==> config.mk <==
export PLATFORM = sky130hd
export DESIGN_NAME = mul_issue_unit
export DESIGN_NICKNAME = d
export VERILOG_FILES = /design/src/rtl/mul_issue_unit.sv
export SDC_FILE = /design/constraint.sdc
export NUM_CORES = 1
export LEC_CHECK = 0
export CORE_MARGIN = 2
export CORE_UTILIZATION = 60
export CTS_CLUSTER_DIAMETER = 50
export DETAILED_ROUTE_END_ITERATION = 8
export DONT_BUFFER_PORTS = 1
export PLACE_DENSITY_LB_ADDON = 0.2
export RECOVER_POWER = 25
export SYNTH_ARGS = -nofsm -noshare
export SYNTH_HDL_FRONTEND = slang
export SYNTH_SLANG_ARGS = --single-unit
==> constraint.sdc <==
create_clock -name clk -period 7.1 [get_ports clk]
set_clock_uncertainty 0.1 [all_clocks]
set_input_delay 1.42 -clock clk [delete_from_list [all_inputs] [get_ports clk]]
set_output_delay 1.42 -clock clk [all_outputs]
set_load 0.005 [all_outputs]
==> src/rtl/mul_issue_unit.sv <==
// RV32M multiply issue stage: wraps a sequential radix-2 Booth multiplier and applies the MULH/MULHSU/MULHU fix-ups.
// Optional macro MUL_ZERO_BYPASS_EN: zero operands skip the multiplier and respond one cycle after accept.

module multiplier (
  input  logic        clk,
  input  logic        rst,
  input  logic [31:0] a,
  input  logic [31:0] b,
  output logic [63:0] p,
  output logic        done
);

  logic [32:0] hi_q;
  logic [31:0] lo_q;
  logic [31:0] a_q;
  logic        q1_q;
  logic [5:0]  cnt_q;
  logic [32:0] a_ext;
  logic [32:0] sum;

  // A 33-bit accumulator absorbs the overflow of subtracting -2^31
  always_comb begin
    a_ext = {a_q[31], a_q};
    case ({lo_q[0], q1_q})
      2'b01:   sum = hi_q + a_ext;
      2'b10:   sum = hi_q - a_ext;
      default: sum = hi_q;
    endcase
  end

  always_ff @(posedge clk) begin
    if (rst) begin
      hi_q  <= '0;
      lo_q  <= b;
      a_q   <= a;
      q1_q  <= 1'b0;
      cnt_q <= '0;
    end else if (!done) begin
      hi_q  <= {sum[32], sum[32:1]};
      lo_q  <= {sum[0], lo_q[31:1]};
      q1_q  <= lo_q[0];
      cnt_q <= cnt_q + 6'd1;
    end
  end

  assign done = (cnt_q == 6'd32);
  assign p    = {hi_q[31:0], lo_q};

endmodule

module mul_issue_unit #(
  parameter int XLEN = 32
) (
  input  logic            clk,
  input  logic            rst_n,
  input  logic            in_valid,
  output logic            in_ready,
  input  logic [2:0]      in_funct3,
  input  logic [XLEN-1:0] in_rs1,
  input  logic [XLEN-1:0] in_rs2,
  input  logic            flush,
  output logic            out_valid,
  input  logic            out_ready,
  output logic [XLEN-1:0] out_result,
  output logic            busy
);

  typedef enum logic [2:0] {IDLE, LOAD, WAIT, FIX, RESP} state_e;

  state_e      state_q;
  logic [31:0] rs1_q;
  logic [31:0] rs2_q;
  logic [2:0]  f3_q;
  logic [31:0] result_q;
  logic [31:0] result_d;
  logic        in_ready_q;
  logic        out_valid_q;
  logic        busy_q;
  logic        mult_rst;
  logic        mult_done;
  logic [63:0] prod;

  // Holding the multiplier in reset while idle guarantees a fresh done per operation
  assign mult_rst = (state_q == LOAD) | ~rst_n | (state_q == IDLE);

  multiplier u_mult (
    .clk  (clk),
    .rst  (mult_rst),
    .a    (rs1_q),
    .b    (rs2_q),
    .p    (prod),
    .done (mult_done)
  );

  // Signed-by-signed high word is turned into the SU/UU high word by adding back the operands
  always_comb begin
    case (f3_q)
      3'b001:  result_d = prod[63:32];
      3'b010:  result_d = prod[63:32] + (rs2_q[31] ? rs1_q : 32'd0);
      3'b011:  result_d = prod[63:32] + (rs1_q[31] ? rs2_q : 32'd0)
                                      + (rs2_q[31] ? rs1_q : 32'd0);
      default: result_d = prod[31:0];
    endcase
  end

  always_ff @(posedge clk) begin
    if (!rst_n) begin
      state_q     <= IDLE;
      rs1_q       <= '0;
      rs2_q       <= '0;
      f3_q        <= '0;
      result_q    <= '0;
      in_ready_q  <= 1'b1;
      out_valid_q <= 1'b0;
      busy_q      <= 1'b0;
    end else begin
      case (state_q)
        IDLE: begin
          if (in_valid && !flush) begin
            rs1_q      <= in_rs1;
            rs2_q      <= in_rs2;
            f3_q       <= in_funct3;
            in_ready_q <= 1'b0;
            busy_q     <= 1'b1;
`ifdef MUL_ZERO_BYPASS_EN
            if (in_rs1 == '0 || in_rs2 == '0) begin
              state_q     <= RESP;
              result_q    <= '0;
              out_valid_q <= 1'b1;
            end else begin
              state_q <= LOAD;
            end
`else
            state_q <= LOAD;
`endif
          end
        end
        LOAD: begin
          if (flush) begin
            state_q    <= IDLE;
            in_ready_q <= 1'b1;
            busy_q     <= 1'b0;
          end else begin
            state_q <= WAIT;
          end
        end
        WAIT: begin
          if (flush) begin
            state_q    <= IDLE;
            in_ready_q <= 1'b1;
            busy_q     <= 1'b0;
          end else if (mult_done) begin
            state_q <= FIX;
          end
        end
        FIX: begin
          if (flush) begin
            state_q    <= IDLE;
            in_ready_q <= 1'b1;
            busy_q     <= 1'b0;
          end else begin
            state_q     <= RESP;
            result_q    <= result_d;
            out_valid_q <= 1'b1;
          end
        end
        RESP: begin
          if (flush || out_ready) begin
            state_q     <= IDLE;
            out_valid_q <= 1'b0;
            in_ready_q  <= 1'b1;
            busy_q      <= 1'b0;
          end
        end
        default: begin
          state_q     <= IDLE;
          out_valid_q <= 1'b0;
          in_ready_q  <= 1'b1;
          busy_q      <= 1'b0;
        end
      endcase
    end
  end

  assign in_ready   = in_ready_q;
  assign out_valid  = out_valid_q;
  assign out_result = result_q;
  assign busy       = busy_q;

endmodule

## Word-level counts from Yosys, hierarchy flattened

Index checks and enable logic that the tools add are counted.

- Add/sub/neg operators: 6
- Equal/unequal tests: 16
- Muxes and demuxes: 23
- Bitwise gates (word level): 5
- Reductions and logical operators: 11

Operators with widths:

| kind | count |
|---|---|
| $mux 32 | 4 |
| $add 32x32->32 | 3 |
| $pmux 32 s3 | 1 |
| $pmux 33 s2 | 1 |
| $add 32x32->33 | 1 |
| $sub 32x32->33 | 1 |
| $mux 3 | 5 |
| $pmux 3 s5 | 1 |
| $eq 3x2->1 const B | 4 |
| $pmux 1 s3 | 3 |
| $reduce_and 3->1 | 3 |
| $mux 1 | 7 |
| $add 6x1->6 const B | 1 |
| $eq 3x1->1 const B | 2 |
| $eq 6x6->1 const B | 1 |
| $ne 2x2->1 const B | 3 |
| $reduce_or 3->1 | 2 |
| $ne 2x1->1 const B | 2 |
| $reduce_and 2->1 | 2 |
| $eq 3x3->1 const B | 1 |
| $logic_not 3->1 | 1 |
| $ne 3x3->1 const B | 1 |
| $not 1->1 | 3 |
| $eq 2x1->1 const B | 1 |
| other kinds (6) | 7 |

- Register bits: 208
- Input bits: 72
- Output and inout port bits: 35
- Logic and storage cells: 74

## Logic depth before layout (Yosys ltp)

Gate-level depths: netlist of run 1.

- Depth in word-level cells: 4
- Depth in mapped cells: 20
- Depth with buffers taken out: 18

## Cells and area by module

A second synthesis of run 1 with hierarchy kept.

- Cell total of the unflattened synthesis: 1829
- Area, all modules: 15533.6 um2

By module, submodules not included:

| module | instances | cells each | area each (um2) | seq. area each (um2) |
|---|---|---|---|---|
| mul_issue_unit | 1 | 1170 | 9108.7 | 2102.0 |
| multiplier | 1 | 659 | 6424.9 | 2702.6 |

## Least setup slack after synthesis of run 1

Ideal clock, no wire load.

- Kind: reg-to-reg
- Start point: reg rs2_q[31]
- End point: reg result_q[29] (netlist: out_result[29])
- Setup time: 0.134 ns
- Data arrival time: 4.876 ns
- Data required time: 6.866 ns
- Path slack: 1.990 ns
- Cell stages (with the launch flop): 20
- Buffers on the path: 5
- Clock period less this slack: 5.110 ns
- Cells stage by stage: dfxtp_1 > clkbuf_1 > buf_2 > clkbuf_1 > clkbuf_1 > clkbuf_1 > nand2_1 > xor2_1 > ha_1 > ha_1 > fa_1 > a21o_1 > a221oi_1 > o21ai_0 > o211ai_1 > nand2_1 > a41oi_1 > mux2i_1 > a2111oi_0 > a21oi_1

- Longest elaborated chain between the ends: 3
- Elaborated cells on any way between the ends: 4
- Classes of those cells: 2 x add/sub; 2 x mux

Ends and longest elaborated chain:

| element | line | source |
|---|---|---|
| from (decl) | 72 | `logic [31:0] rs2_q;` |
| from (signal assigned) | 121 | `rs2_q <= in_rs2;` |
| $mux 32 * | 99, 101 |  |
| $add 32x32->32, on equally long branches | 101, 99 |  |
| $pmux 32 s3 * | 97 | `case (f3_q)` |
| to (signal assigned) | 163 | `result_q <= result_d;` |
| to (decl) | 74 | `logic [31:0] result_q;` |

Mark *: on every way between the ends. The rest lies on a longest branch, timed or not.
A chain may end at the register's enable or synchronous reset.

## Final worst setup path of run 1

- Start point: reg rs1_q[31]
- End point: reg result_q[29] (netlist: out_result[29])

- Longest elaborated chain between the ends: 4

Ends and longest elaborated chain:

| element | line | source |
|---|---|---|
| from (decl) | 71 | `logic [31:0] rs1_q;` |
| from (signal assigned) | 120 | `rs1_q <= in_rs1;` |
| $mux 32 | 100 | `3'b011: result_d = prod[63:32] + (rs1_q[31] ? rs2_q : 32'd0)` |
| $add 32x32->32 | 100 |  |
| $add 32x32->32 | 101 | `+ (rs2_q[31] ? rs1_q : 32'd0);` |
| $pmux 32 s3 | 97 |  |

Every way passes these cells.

==> flow_metrics.py, run 1 <==
metrics = {
    "setup_path": {
        "crit_path_cell_trace": "clkbuf_1, nand2_1, xor2_1, ha_1, ha_1, fa_1, a21o_1, a221oi_1, o21ai_0, o211ai_1, nand2_1, a41oi_1, mux2i_1, a2111oi_0, a21oi_1",
        "reg2reg_to": "out_result[29]",
        "crit_path_start": "rs1_q[31]",
        "cp_data_arrival_time_ps": 5860,
        "endpoint": "out_result[29]",
        "cpMaxStageDelayCell": "clkbuf_1",
        "ff2ff_path_depth": 15,
        "endpoint_kind": "flop",
        "r2r_start": "rs1_q[31]",
        "cpPeakStageDelay_ps": 1080,
        "path_class": "reg2reg",
        "critPathLaunchType": "flop",
        "cp_max_fo": 34,
        "reg2reg_slack_ps": 1570,
        "required_ps": 7430,
    },
    "synth": {
        "netlist_instances": 2124,
        "synthMuxAreaShare_pct": 0.863,
        "synth-main-ff-cell": "dfxtp_1",
        "synth_commonest_cells": "nand2_1, a21oi_1, dfxtp_1",
        "yosysTopAreaCell": "dfxtp_1",
        "synth_nets": 2312,
        "yosysMostFrequentCell": "nand2_1",
        "synthArstFlopShare_pct": 0,
        "netlist_area_sq_um": 16400,
        "yosysSeqAreaShare_pct": 29.3,
        "synth_simple_gate_area_share_pct": 20.1,
        "ys_ff_latch": 208,
        "synth.distinct_cells": 80,
        "synthAdderAreaFrac_pct": 9.74,
        "synth_top_family_by_area": "compound AO/OA/AOI/OAI gates",
        "synth_top_area_share_pct": 17.6,
        "ys_top_cells_by_area": "dfxtp_1, edfxtp_1, nand2_1",
        "avgSynthCellArea_sq_um": 7.71,
        "synth-xor-area-share_pct": 7.22,
        "ys_warn_count": 0,
        "synth-compound-area-share_pct": 27.2,
        "synth-edff-count": 64,
    },
    "routing": {
        "wl_per_cell_um": 19.8,
        "first_pass_iters": 6,
        "drt_iter0_markers": 1645,
        "drc_errors": 0,
        "drt_wl_total_mm": 47.6,
        "vias": 15300,
        "routed_via_density": 6.39,
        "antenna_left": 0,
    },
    "sta": {
        "post-route-period-util_pct": 77.9,
        "drv_slew": 233,
        "setup_violations": 0,
        "max_freq_mhz": 181,
        "max-slew-margin-rel_pct": -109,
        "tightest_slew_ps": 3130,
        "period_needed_ps": 5530,
        "finalSetupTns_ps": 0,
        "hold_violations": 0,
        "rsz0062_at_grt": "no",
        "setup_slack_ps": 1570,
    },
    "clocking": {
        "cts_sinks": 208,
        "insertion_delay_ps": 560,
        "cts-root-buf": "clkbuf_16",
        "cts_hold_buffers": 0,
        "cts_buffers": 29,
        "postCtsSetupRepairBufs": 0,
        "post_cts_resized": 0,
        "clockBufferDepth": 3,
        "h-tree-depth": 1,
        "cts_tree": "done",
        "clkTransAtPathRegs_ps": 60,
    },
    "outcome": {
        "status": "complete, but fails checks",
        "failed_checks": "max-capacitance violations, max-slew violations",
    },
    "die": {
        "rows": 60,
        "initial_core_util_pct": 61.0,
        "chipWidth_um": 169,
        "die_h_um": 169,
        "dieArea_sq_um": 28600,
        "coreArea_sq_um": 26900,
        "ioPinCount": 107,
    },
    "power_and_ir_drop": {
        "p_leak_nw": 7.11,
        "p_per_area_nw_per_um2": 190,
        "finalPower_mw": 3.30,
        "ir_drop_mv": 0.226,
    },
    "final_layout": {
        "drive_gt1_share_pct": 4.76,
        "final_nets": 2225,
        "area_growth_pct": 6.01,
        "finalCoreUtilization_pct": 64.6,
        "diodes": 0,
    },
    "placed_design": {
        "place.port_buffers": 0,
        "place_ws_ps": 1990,
        "place.gp.congestion": 0.991,
        "dp.final_hpwl_mm": 35.6,
    },
    "grt": {
        "grt_pass1_wl_mm": 75.9,
        "antenna_found_initial": 0,
        "grt_max_degree": 112,
        "gr-total-overflow": 0,
        "grt_usage_pct": 33.0,
        "first_global_vias": 14100,
    },
    "flow_run": {
        "drv_cap": 5,
    },
    "hold_path": {
        "min_path_type": "reg2reg",
    },
}
==> kinds of logic (layout without fill, tap and decap cells) <==
logic type               Yosys count  after routing
AO/OA/AOI/OAI                    673            673
XOR/XNOR                         135            135
adder cells (fa/ha/maj)          117            117
buffers and inverters            241            176
flip-flops                       208            208
multiplexers                      14             14
AND/OR/NAND/NOR                  736            736
==> cell type report <==
type	count	area, sq um
multi-input combinational	1675	10700
fill	2358	9510
sequential	208	4810
clock buffer	39	793
tap	341	427
inverter	101	379
timing repair buffer	22	143
clock inverter	14	141
==> how the worst min path moves through the flow <==
stage	from	endpoint	cells after the start
after global placement	u_mult.q1_q	u_mult.q1_q	2
final	u_mult.q1_q	u_mult.q1_q	2
after detailed placement	u_mult.q1_q	u_mult.q1_q	2
after CTS	u_mult.q1_q	u_mult.q1_q	2
after floorplan	rs1_q[4]	u_mult.a_q[4]	0
after global routing	rs1_q[24]	u_mult.a_q[24]	0
==> layout by cell type (no fill, tap or decap), types with 8 or more instances in the layout <==
cell type	synthesis	layout
nor2_1	127	127
fa_1	18	18
xor2_1	51	51
o221ai_1	24	24
dfxtp_1	144	143
o21bai_1	14	14
o21a_1	23	22
o22ai_1	16	16
nor4_1	9	9
clkbuf_16	0	29
buf_4	0	16
o211ai_1	29	29
a31oi_1	20	20
a211oi_1	23	23
nand2_1	403	403
clkbuf_1	121	13
nor2b_1	8	8
edfxtp_1	64	64
inv_1	101	100
a21o_1	37	37
a21boi_0	77	77
and3_1	17	16
o211a_1	10	10
nor3_1	35	34
nand4_1	13	13
xnor2_1	84	84
or3_1	10	10
mux2i_1	13	13
o21ai_0	128	128
a31o_2	18	18
and2_1	14	14
nand3_1	46	45
a221oi_1	12	12
a21oi_1	166	166
ha_1	98	98
nand2b_1	15	15
==> critical path, delay by kind of cell, from the launching register on <==
family                     cells  cell delay (ps)
muxes                          1              110
adders and majority gates      3              920
buffers and inverters          1             1080
and+or+nand+nor                2              330
xor gates and xnor gates       1              210
DFF                            1              310
AOI/OAI and AO/OA              7             2370
==> sequential cells by signal, summed over array words and instances (netlist names) <==
signal,flops
u_mult.a_q,32
f3_q,3
busy,1
out_valid,1
u_mult.hi_q,32
rs1_q,32
in_ready,1
u_mult.q1_q,1
u_mult.lo_q,32
rs2_q,32
state_q,3
u_mult.cnt_q,6
out_result,32
==> power breakdown <==
part / total [mW] / internal (mW) / leakage (nW) / switching, mW
sequential: 1.34 / 1.27 / 1.94 / 0.0683
clock: 1.41 / 0.832 / 0.451 / 0.574
combinational: 0.554 / 0.222 / 4.72 / 0.332
total: 3.30 / 2.33 / 7.11 / 0.975
==> per-stage QoR <==
stage	cell area [sq um]	hold slack [ps]	instances
6_report	17400	353	2400
5_1_grt	17400	377	2400
4_1_cts	17400	355	2400
3_5_place_dp	16500	349	2347
3_3_place_gp	16500	339	2347
2_1_floorplan	16400	303	2124
==> metal layers <==
layer	track usage, %	up-vias	part of all wire, %
met1	48.3	7204	46
met3	6.02	74	9.3
li1	-	7423	-
met4	7.80	0	2.1
met5	0	-	0
met2	50.8	629	42
Power figures use the tool's default switching activity.
==> run 2, diff against run 1 <==
Clock period 7.1 ns to 5.45 ns, I/O delays scaled along.
==> run 2 against run 1 <==
Against the previous run: the flow now finishes without violations; sequential cell count is the same; total power grew 25%; global-route usage grew 0.14 points; non-clock buffer count grew 7; wire length grew 0.49%.
==> flow_metrics.py, run 2 (same netlist as run 1, synthesis figures left out) <==
metrics = {
    "hold_path": {
        "hold_start": "u_mult.q1_q",
        "worstHoldEndpoint": "u_mult.q1_q",
        "min_path_type": "reg2reg",
        "holdPathStages": 2,
    },
    "placed_design": {
        "dp.final_hpwl_mm": 35.3,
        "place.gp.congestion": 0.964,
        "place.port_buffers": 0,
        "dp_cells": 2354,
    },
    "final_layout": {
        "drive_gt1_share_pct": 4.71,
        "final_nets": 2229,
        "area_growth_pct": 5.73,
        "fillers": 2403,
        "diodes": 0,
        "fin_cells": 2402,
        "layout_common_cells": "nand2_1, a21oi_1, dfxtp_1, o21ai_0, nor2_1",
        "final_common_cell": "nand2_1",
    },
    "clocking": {
        "cts-root-buf": "clkbuf_16",
        "post_cts_resized": 0,
        "cts_sinks": 208,
        "clockBufferDepth": 3,
        "cts_tree": "done",
        "clkTransAtPathRegs_ps": 60,
        "cts_hold_buffers": 0,
        "postCtsSetupRepairBufs": 0,
        "cts_buffers": 26,
        "h-tree-depth": 1,
        "insertion_delay_ps": 550,
    },
    "setup_path": {
        "r2r_start": "u_mult.a_q[3]",
        "cpMaxStageDelayCell": "nor3_1",
        "cp_max_fo": 6,
        "timing.critical_path.buf_inv": 1,
        "endpoint_kind": "flop",
        "crit_path_cell_trace": "nor4_1, nor4b_1, buf_4, nand2_1, nor2_1, a21oi_1, xnor2_1, ha_1, nand3_1, nor3_1, nand3_1, a21oi_1, o2111ai_1, a21o_1, a2111oi_0, a31oi_1, a21oi_1",
        "reg2reg_to": "u_mult.hi_q[28]",
        "path_delay_family": "simple AND/OR/NAND/NOR gates",
        "required_ps": 5810,
        "ff2ff_path_depth": 17,
        "cp_data_arrival_time_ps": 5360,
        "critPathLaunchType": "flop",
        "crit_top_cell": "a21oi_1",
        "cpPeakStageDelay_ps": 520,
        "reg2reg_slack_ps": 450,
        "path_class": "reg2reg",
    },
    "sta": {
        "post-route-period-util_pct": 91.8,
        "tightest_slew_ps": 1230,
        "rsz0062_at_grt": "no",
        "max-slew-margin-rel_pct": 17.7,
        "finalSetupTns_ps": 0,
        "setup_violations": 0,
        "max_freq_mhz": 200,
        "drv_slew": 0,
        "period_needed_ps": 5000,
        "hold_violations": 0,
    },
    "outcome": {
        "status": "finished clean",
    },
    "routing": {
        "drt_wl_total_mm": 47.8,
        "antenna_left": 0,
        "drc_errors": 0,
        "wl_per_cell_um": 19.9,
        "vias": 15300,
        "drt_iter0_markers": 1578,
        "routed_via_density": 6.38,
        "first_pass_iters": 5,
    },
    "power_and_ir_drop": {
        "p_per_area_nw_per_um2": 238,
        "p_leak_nw": 7.10,
        "ir_drop_mv": 0.276,
    },
    "die": {
        "chipWidth_um": 169,
        "coreArea_sq_um": 26900,
        "rows": 60,
        "initial_core_util_pct": 61.0,
        "ioPinCount": 107,
        "die_h_um": 169,
        "dieArea_sq_um": 28600,
    },
    "grt": {
        "grt_max_degree": 112,
        "gr-total-overflow": 0,
        "grt_usage_pct": 33.2,
        "first_global_vias": 14000,
        "grt_pass1_wl_mm": 76.1,
        "antenna_found_initial": 0,
    },
    "flow_run": {
        "drv_cap": 0,
    },
}
## run 2: cell count changes in the layout (fill, tap and decap cells not counted)
cell,change
clkbuf_16,-2
clkinv_8,+1
clkbuf_8,-3
and3_2,-1
inv_1,+1
clkinv_2,+1
inv_2,-1
inv_6,-2
clkinvlp_4,-1
buf_4,+9
clkinv_1,+1
and3_1,+1
clkinv_4,-1
inv_8,-1
## run 2: power breakdown
part / internal (mW) / leakage, nW / switching, mW
Sequential: 1.66 / 1.94 / 0.0818
Clock: 0.973 / 0.400 / 0.691
Combinational: 0.289 / 4.76 / 0.432
Total: 2.92 / 7.10 / 1.21
## run 2: final cells by class
| class | instances | area, sq um | share of cell area, % |
|---|---|---|---|
| Clock buffer | 36 | 709 | 4.09 |
| Clock inverter | 12 | 121 | 0.701 |
| Inverter | 101 | 379 | 2.19 |
| Multi-Input combinational cell | 1675 | 10700 | 61.6 |
| Sequential cell | 208 | 4810 | 27.7 |
| Tap cell | 341 | 427 | 2.46 |
| Timing Repair Buffer | 29 | 203 | 1.17 |
## run 2: how the worst max path moves through the flow
stage             startpoint              end  depth (start not counted)
2_1_floorplan      rs2_q[31]   out_result[29]                         19
5_1_grt        u_mult.a_q[3]  u_mult.hi_q[28]                         17
4_1_cts        u_mult.a_q[3]  u_mult.hi_q[28]                         17
6_report       u_mult.a_q[3]  u_mult.hi_q[28]                         17
3_5_place_dp   u_mult.a_q[3]  u_mult.hi_q[28]                         17
3_3_place_gp   u_mult.a_q[3]  u_mult.hi_q[28]                         17
## run 2: per-stage QoR
step                instance area [sq um]  total power, mW  utilization (%)  setup WS (ps)  hold slack [ps]
floorplan                           16400             2.33                -            340              303
global placement                    16500             2.47             61.4            623              342
detailed placement                  16500             2.48             61.4            609              347
CTS                                 17300             4.15             64.5            532              356
global route                        17300             4.30             64.5           71.5              385
finish                              17300             4.13             64.5            445              353
## run 2: worst reg2reg max path: stages (launching register included)
cell	delay, ps
edfxtp_1	430
nor4_1	440
nor4b_1	300
buf_4	190
nand2_1	50
nor2_1	350
a21oi_1	140
xnor2_1	160
ha_1	380
nand3_1	220
nor3_1	530
nand3_1	160
a21oi_1	380
o2111ai_1	260
a21o_1	240
a2111oi_0	390
a31oi_1	90
a21oi_1	130
## run 2: layer usage
| layer | global-route usage (%) | routed length (um) | up-vias |
|---|---|---|---|
| met5 | 0 | 0 | - |
| met4 | 9.70 | 1450 | 0 |
| met3 | 5.22 | 4300 | 94 |
| met2 | 49.4 | 19900 | 631 |
| met1 | 49.5 | 22200 | 7162 |
| li1 | - | - | 7434 |
==> run 3, diff against run 2 <==
Settings changed: CORE_UTILIZATION 60 to 35.
==> run 3 against run 2 <==
Against the previous run: the run now ends with max-capacitance violations, max-slew violations left; via count is 0.95% lower; sequential cell count stayed put; design area is 3.1% higher; global-route usage is 11 points lower; critical endpoint is now u_mult.hi_q[26]; final cell count is 12% higher.
==> flow_metrics.py, run 3 (same netlist as run 1, synthesis figures left out) <==
metrics = {
    "outcome": {
        "status": "complete, but fails checks",
        "failed_checks": "max-capacitance violations, max-slew violations",
    },
    "final_layout": {
        "drive_gt1_share_pct": 5.85,
        "area_growth_pct": 9.03,
        "final_common_cell": "nand2_1",
        "layout_common_cells": "nand2_1, a21oi_1, dfxtp_1, o21ai_0, nor2_1",
        "diodes": 0,
        "fillers": 4782,
        "final_nets": 2251,
    },
    "placed_design": {
        "place.port_buffers": 0,
        "place.gp.congestion": 0.936,
        "dp.final_hpwl_mm": 40.8,
        "place_ws_ps": 565,
    },
    "routing": {
        "antenna_left": 0,
        "drt_iter0_markers": 1116,
        "drc_errors": 0,
        "first_pass_iters": 7,
        "routed_via_density": 5.63,
        "drt_wl_total_mm": 53.9,
        "wl_per_cell_um": 20.0,
        "vias": 15200,
    },
    "clocking": {
        "insertion_delay_ps": 580,
        "h-tree-depth": 1,
        "cts_tree": "done",
        "cts_hold_buffers": 0,
        "clockBufferDepth": 3,
        "postCtsSetupRepairBufs": 0,
        "post_cts_resized": 0,
        "cts-root-buf": "clkbuf_16",
        "cts_buffers": 29,
        "clkTransAtPathRegs_ps": 60,
        "cts_sinks": 208,
    },
    "die": {
        "ioPinCount": 107,
        "rows": 79,
        "dieArea_sq_um": 48600,
        "chipWidth_um": 220,
        "die_h_um": 220,
        "coreArea_sq_um": 46400,
        "initial_core_util_pct": 35.3,
    },
    "setup_path": {
        "path_class": "reg2reg",
        "reg2reg_slack_ps": 500,
        "critPathLaunchType": "flop",
        "required_ps": 5810,
        "endpoint_kind": "flop",
        "cp_data_arrival_time_ps": 5310,
        "cp_max_fo": 11,
    },
    "grt": {
        "grt_max_degree": 112,
        "grt_usage_pct": 22.0,
        "gr-total-overflow": 0,
        "antenna_found_initial": 0,
        "grt_pass1_wl_mm": 83.7,
        "first_global_vias": 14300,
    },
    "sta": {
        "setup_violations": 0,
        "post-route-period-util_pct": 90.9,
        "max-slew-margin-rel_pct": -122,
        "drv_slew": 92,
        "hold_ws_ps": 365,
        "tightest_slew_ps": 3330,
        "hold_violations": 0,
        "period_needed_ps": 4950,
        "max_freq_mhz": 202,
        "finalSetupTns_ps": 0,
        "rsz0062_at_grt": "no",
        "setup_slack_ps": 498,
    },
    "flow_run": {
        "drv_cap": 2,
    },
    "hold_path": {
        "min_path_type": "reg2reg",
    },
    "power_and_ir_drop": {
        "p_leak_nw": 7.22,
        "ir_drop_mv": 0.233,
        "p_per_area_nw_per_um2": 241,
    },
}
[run 3: cell count changes in the layout (fill, tap and decap cells not counted), moves of 2 or more]
cell and delta:
clkbuf_16 +2, inv_6 +2, clkinv_4 +2, clkbuf_1 +6
buf_4 +11, clkinv_2 +4, clkinv_1 -2
[run 3: path summary, 6_finish.rpt]
kind,startpoint,endpoint,depth (start not counted)
setup / recovery,u_mult.a_q[3],u_mult.hi_q[26],17
hold / removal,u_mult.q1_q,u_mult.q1_q,2
setup reg to reg,u_mult.a_q[3],u_mult.hi_q[26],17
hold reg to reg,u_mult.q1_q,u_mult.q1_q,2
[run 3: metrics by stage]
| step | power, mW | cell area [sq um] | std cells | util (%) |
|---|---|---|---|---|
| final | 4.31 | 17900 | 2693 | 38.5 |
| after global routing | 4.51 | 17900 | 2693 | 38.5 |
| after CTS | 4.35 | 17900 | 2693 | 38.6 |
| after detailed placement | 2.52 | 17000 | 2639 | 36.7 |
| after global placement | 2.51 | 17000 | 2639 | 36.7 |
| after floorplan | 2.33 | 16400 | 2124 | - |
[run 3: critical path, stage by stage, from the launching register on]
cell and delay [ps]:
edfxtp_1 460, nor4_1 460, nor4b_1 300, buf_4 200, nand2_1 50, nor2_1 360
a21oi_1 150, xnor2_1 160, ha_1 420, o21ai_0 290, o21bai_1 110, a2111oi_0 460
o21ai_0 180, o2111ai_1 410, a21oi_1 110, a211oi_1 290, mux2i_1 220, a21oi_1 80
[run 3: per-layer routing]
layer  part of all wire (%)  vias to the layer above  GRT usage, %  routed length, um
li1                       -                     7467             -                  -
met1                     49                     7242          32.2              26500
met2                     43                      397          34.1              23300
met3                    5.7                       69          3.16               3050
met4                    2.0                        0          5.17               1070
met5                      0                        -             0                  0
[run 3: area by class of cell]
cell class,instances,area [sq um],share of cell area [%]
tap,607,759,4.25
clock buffer,36,752,4.21
clock inverter,18,164,0.917
timing repair buffer,48,315,1.76
inverter,101,380,2.13
multi-input combinational,1675,10700,59.8
sequential,208,4810,26.9
[run 3: power by group]
group          switching [mW]  leakage (nW)  internal [mW]
logic                   0.453          4.82          0.295
clock network           0.776         0.452           1.05
registers              0.0764          1.94           1.66
total                    1.31          7.22           3.00
